===== src/rtl/branch_predict_unit.sv =====
// branch_predict_unit
// EX-stage branch resolution with a PC-indexed bimodal predictor.
// A table of 2-bit saturating counters is read combinationally in IF and
// trained when a legal conditional branch resolves in EX. A mispredict
// raises a one-cycle registered flush with the correct redirect PC.
// Saturating statistics count resolved branches and mispredicts.
module branch_predict_unit #(
  parameter int XLEN        = 32,
  parameter int BHT_ENTRIES = 64,
  parameter int IDX_LSB     = 2,
  parameter int CNT_W       = 32
) (
  input  logic             clk,
  input  logic             rst_n,
  input  logic [XLEN-1:0]  if_pc,
  output logic             if_pred_taken,
  input  logic             ex_valid,
  input  logic             ex_branch,
  input  logic [2:0]       ex_funct3,
  input  logic [XLEN-1:0]  ex_rs1,
  input  logic [XLEN-1:0]  ex_rs2,
  input  logic [XLEN-1:0]  ex_pc,
  input  logic [XLEN-1:0]  ex_target,
  input  logic             ex_pred_taken,
  output logic             ex_taken,
  output logic             flush,
  output logic [XLEN-1:0]  redirect_pc,
  output logic             br_illegal,
  output logic [CNT_W-1:0] branch_cnt,
  output logic [CNT_W-1:0] mispred_cnt
);

  localparam int IDX_W = (BHT_ENTRIES > 2) ? $clog2(BHT_ENTRIES) : 1;

  logic [1:0]       bht [BHT_ENTRIES];
  logic [IDX_W-1:0] if_idx;
  logic [IDX_W-1:0] ex_idx;
  logic             res;
  logic             illegal_f3;
  logic             cmp_taken;
  logic             legal_br;
  logic             mispredict;
  logic [XLEN-1:0]  next_pc;
  logic             unused_pc_bits;

  // Only a slice of each PC forms the table index; the remaining bits are
  // deliberately ignored because the table keeps no tags.
  assign if_idx         = if_pc[IDX_LSB +: IDX_W];
  assign ex_idx         = ex_pc[IDX_LSB +: IDX_W];
  assign unused_pc_bits = ^if_pc;

  // IF prediction reads the stored counter directly, so a same-cycle EX
  // update to the same entry is only seen on the following cycle.
  assign if_pred_taken = bht[if_idx][1];

  // Full-width compare selected by funct3; 010/011 are flagged illegal.
  always_comb begin
    cmp_taken  = 1'b0;
    illegal_f3 = 1'b0;
    case (ex_funct3)
      3'b000:  cmp_taken = (ex_rs1 == ex_rs2);
      3'b001:  cmp_taken = (ex_rs1 != ex_rs2);
      3'b100:  cmp_taken = ($signed(ex_rs1) <  $signed(ex_rs2));
      3'b101:  cmp_taken = ($signed(ex_rs1) >= $signed(ex_rs2));
      3'b110:  cmp_taken = (ex_rs1 <  ex_rs2);
      3'b111:  cmp_taken = (ex_rs1 >= ex_rs2);
      default: illegal_f3 = 1'b1;
    endcase
  end

  assign res        = ex_valid & ex_branch;
  assign legal_br   = res & ~illegal_f3;
  assign ex_taken   = legal_br & cmp_taken;
  assign mispredict = legal_br & (ex_taken != ex_pred_taken);
  assign next_pc    = ex_taken ? ex_target : (ex_pc + XLEN'(4));

  // Train the counter at the EX index, saturating at both ends.
  always_ff @(posedge clk or negedge rst_n) begin
    if (!rst_n) begin
      for (int i = 0; i < BHT_ENTRIES; i++) begin
        bht[i] <= 2'b01;
      end
    end else if (legal_br) begin
      if (ex_taken) begin
        if (bht[ex_idx] != 2'b11) begin
          bht[ex_idx] <= bht[ex_idx] + 2'd1;
        end
      end else begin
        if (bht[ex_idx] != 2'b00) begin
          bht[ex_idx] <= bht[ex_idx] - 2'd1;
        end
      end
    end
  end

  // Register the flush pulse and illegal flag; redirect only loads on a mispredict.
  always_ff @(posedge clk or negedge rst_n) begin
    if (!rst_n) begin
      flush       <= 1'b0;
      br_illegal  <= 1'b0;
      redirect_pc <= '0;
    end else begin
      flush      <= mispredict;
      br_illegal <= res & illegal_f3;
      if (mispredict) begin
        redirect_pc <= next_pc;
      end
    end
  end

  // Saturating statistics; they stick at all-ones rather than wrapping.
  always_ff @(posedge clk or negedge rst_n) begin
    if (!rst_n) begin
      branch_cnt  <= '0;
      mispred_cnt <= '0;
    end else begin
      if (legal_br && (branch_cnt != '1)) begin
        branch_cnt <= branch_cnt + CNT_W'(1);
      end
      if (mispredict && (mispred_cnt != '1)) begin
        mispred_cnt <= mispred_cnt + CNT_W'(1);
      end
    end
  end

endmodule


===== config.mk =====
export PLATFORM = sky130hd
export DESIGN_NAME = branch_predict_unit
export DESIGN_NICKNAME = d
export VERILOG_FILES = /design/src/rtl/branch_predict_unit.sv
export SDC_FILE = /design/constraint.sdc
export NUM_CORES = 1
export LEC_CHECK = 0
export CAP_MARGIN = 40
export CORE_ASPECT_RATIO = 0.6
export CORE_MARGIN = 1
export CORE_UTILIZATION = 56
export DETAILED_ROUTE_END_ITERATION = 8
export MAX_ROUTING_LAYER = met4
export PLACE_DENSITY = 0.87
export SLEW_MARGIN = 20
export SYNTH_ARGS = -nofsm -noshare
export SYNTH_HDL_FRONTEND = slang
export SYNTH_SLANG_ARGS = --single-unit

===== constraint.sdc =====
create_clock -name clk -period 7.85 [get_ports clk]
set_clock_uncertainty 0.15 [all_clocks]
set_input_delay 1.57 -clock clk [delete_from_list [all_inputs] [get_ports clk]]
set_output_delay 1.57 -clock clk [all_outputs]
set_load 0.01 [all_outputs]

==> results.md <==
* Post-detail-place hpwl at 26.4 mm
* Complex-gate fraction of the synthesized area at between 7 and 8%
* Max-cap violations at 0
* Die area at about 23000 µm²
* Router iterations before antenna repair at 6
* Fin crit share at between 80% and 90%
* H-tree lvl count at 1
* Setup violations, final at 0
* Critical path's slowest cell: clkdlybuf4s50_1
* Root buf cell: clkbuf_16
* Via count at ~11000
* Worst-Margin Slew at 0.896 ns
* Sequential fraction of the synthesis area at approximately 45%
* Most frequent cells in the layout: 240 x clkdlybuf4s50_1, 162 x dfrtp_1, 118 x mux2_2
* Multiplexer share of the synthesized area at a little under a fifth
* CTS Buf Count at 21
* Yosys warns at 0
* Worst Hold Class: reg -> reg
* Endpoint type of the worst setup path: output pin
* Fmax at roughly 150 MHz
* Die width at 196 µm
* Fraction of registers with async set/reset at between 90% and 100%
* Outcome: finished, final reports clean
* Clock slew at reported path FFs at around 0.060 ns
* Initial antenna violation count at 1
* Initial Utilization at between 50% and 60%
* CP peak stage delay at ~0.62 ns
* Antenna Violating Nets Remaining at 0
* Synth Area in Simple Gates at between 10% and 20%
* Wire length per cell at around 22 µm
* Final Max Slew Viols at 0
* Lkg Pwr at ~6.8 nW
* Commonest non-fill, non-tap cell in the layout: clkdlybuf4s50_1
* Layout cells sized above 1 at about 22%
* I/O pins at 268
* PD cells at ~200 nW/µm²
* Post-synthesis cell count at 1147
* Max transition margin at around 40%
* CTS tree: done
* Initial DRC count at between 1000 and 1500
* Launch point of the worst path: ex_rs2[6]
* Syn Std Cell Area at approximately 13000 µm²
* DRT Wirelength at between 30 and 40 mm
* Main combinational cell family by area after synthesis: multiplexers
* Worst vdd ir at around 0.14 mV
* CP cell instances: clkdlybuf4s50_1, inv_1, ha_1, nand4_1, nor4_1, and4_1, nand3b_1, a211oi_1, nand3b_1, nor3_4, clkdlybuf4s50_1
* Prevailing post-synth register cell: dfrtp_1
* Critical path class: in -> out
* Worst EP required at between 6 and 7 ns
* Distinct cells, synth at 65
* Syn Nets at ~1400
* Switching share of total power at 27.3%
* Tmin final at slightly below 7 ns
* Final net count at around 1600
* Setup Fix Bufs, Post-CTS at 0
* Grt total ovfl at 0
* Die Y at around 120 µm
* Startpoint types: primary input
* Gp weighted congestion at 0.961
* Placeable Area at ~22000 µm²
* RSZ-0062 raised after global routing: no
* Sequential Power Share at between 40% and 50%
* First-pass GRT wire length at 58.5 mm
* GRT Total Usage at approximately 33%
* Clk pwr share at a little over a third
* Critical path arrival at roughly 5.0 ns
* Clk sink count at approximately 230
* Worst skew pair latency at a little over 0.5 ns
* Row cnt at 42
* Adder-cell share of the synthesized area at 3.64%
* Area Growth Syn to Fin at 27.8%
* Vias in the first global route at approximately 11000
* Hold Violations, Final at 0
* R2r setup slk at between 3 and 4 ns
* Cts hold-fix bufs at 0
* Synth Area in XOR/XNOR at under 10%
* Port Buf Inserts at approximately 240
* Cts repair resizes at 0
* Clock Tree Buf Depth at 3
* DRC at 0
* Switching pwr at 0.899 mW
* Largest net degree at the start of global routing at 83
* Yosys reg bits at between 200 and 250
* Comb power frac at between 20% and 30%
* Final core utilization at 73.4%
* Setup TNS at 0 ns
* Max Fanout on Critical Path at 7
* Vias/cell at about 6.3
* P_int at between 2 and 2.5 mW
* Post-synth EDFFs at 0
* Syn avg cell area at approximately 11 µm²
-- Yosys cell counts (4+ instances only) --
library cell / count / area share [%]
inv_1: 37 / 1.1
nor2_1: 48 / 1.4
nand2_1: 102 / 3.0
o211ai_1: 4 / 0.24
o21ai_0: 36 / 1.4
and4_1: 8 / 0.55
a21oi_1: 20 / 0.79
dfrtp_1: 162 / 32
dfstp_2: 64 / 13
a22o_1: 4 / 0.28
and3_1: 26 / 1.3
nor3_1: 15 / 0.59
and2_1: 9 / 0.44
mux4_2: 21 / 3.7
xnor2_1: 69 / 4.8
ha_1: 37 / 3.6
nand3_1: 47 / 1.9
buf_1: 10 / 0.30
a22oi_1: 24 / 1.4
nor4_1: 6 / 0.30
o22ai_1: 29 / 1.4
xor2_1: 22 / 1.5
and4b_1: 4 / 0.32
or2_2: 5 / 0.25
nand4_1: 43 / 2.1
nand3_2: 20 / 1.6
mux2_2: 118 / 10
and3_4: 4 / 0.35
nand2b_1: 4 / 0.20
clkbuf_1: 36 / 1.1
mux2_4: 8 / 0.95
a221oi_1: 6 / 0.41
buf_4: 4 / 0.24
mux2_1: 34 / 3.0
nor2b_1: 7 / 0.34
buf_2: 9 / 0.35
-- critical path, delay by kind of cell --
kind	cells	cell delay, ns
AO/OA/AOI/OAI	1	0.07
adder cells (fa/ha/maj)	1	0.32
buffers and inverters	3	1.24
AND/OR/NAND/NOR	6	1.82
-- per-stage QoR --
stage / cell area (µm²) / setup WS, ns / power [mW] / hold WS [ns] / instances
detailed placement: 15400 / 1.13 / 2.14 / 0.324 / 1651
global placement: 15400 / 1.22 / 2.11 / 0.319 / 1647
finish: 16200 / 1.09 / 3.29 / 0.334 / 1691
global route: 16200 / 0.899 / 3.40 / 0.355 / 1691
CTS: 16200 / 1.14 / 3.29 / 0.334 / 1688
floorplan: 12700 / 2.12 / 1.75 / 0.308 / 1147
-- cell families (layout without fill, tap and decap cells) --
logic type | count (synthesis) | after routing
fa+ha+maj | 37 | 37
compound gates | 145 | 145
flops | 226 | 226
xor+xnor | 91 | 91
buf+inv | 99 | 334
other cells | 0 | 1
simple gates | 365 | 365
mux | 184 | 184
-- final cells by class --
class,count,area (µm²)
clock inverters,10,186
well taps,308,385
clock buffers,27,588
flip-flops and latches,226,5740
diodes,1,2.50
fillers,1417,5880
repair buffers,260,2620
inverters,37,139
multi-input cells,822,6590
-- routing by layer --
metal  GRT usage [%]  vias to the layer above  part of all wire (%)
li1                -                     4632                     -
met5               -                        -                     0
met1            45.0                     5237                    42
met2            49.6                      622                    46
met3            9.02                       86                    10
met4            8.30                        0                   2.1
-- power groups by stage --
stage	clock [mW]	sequential, mW	combinational (mW)
floorplan	0	1.45	0.303
global placement	0	1.43	0.684
detailed placement	0	1.43	0.709
CTS	1.16	1.42	0.713
global route	1.20	1.43	0.765
finish	1.15	1.42	0.717
-- final timing paths --
check                                            to  cells past startpoint
min in group asynchronous       bht[33]$_DFFE_PN0P_                      1
worst min register to register             register                      2
worst min-delay path                       register                      2
worst max-delay path                       ex_taken                     11
max in group asynchronous                 async pin                      3
worst max register to register  bht[11]$_DFFE_PN0P_                     10
Note: power is estimated with default switching activity, not from simulation.
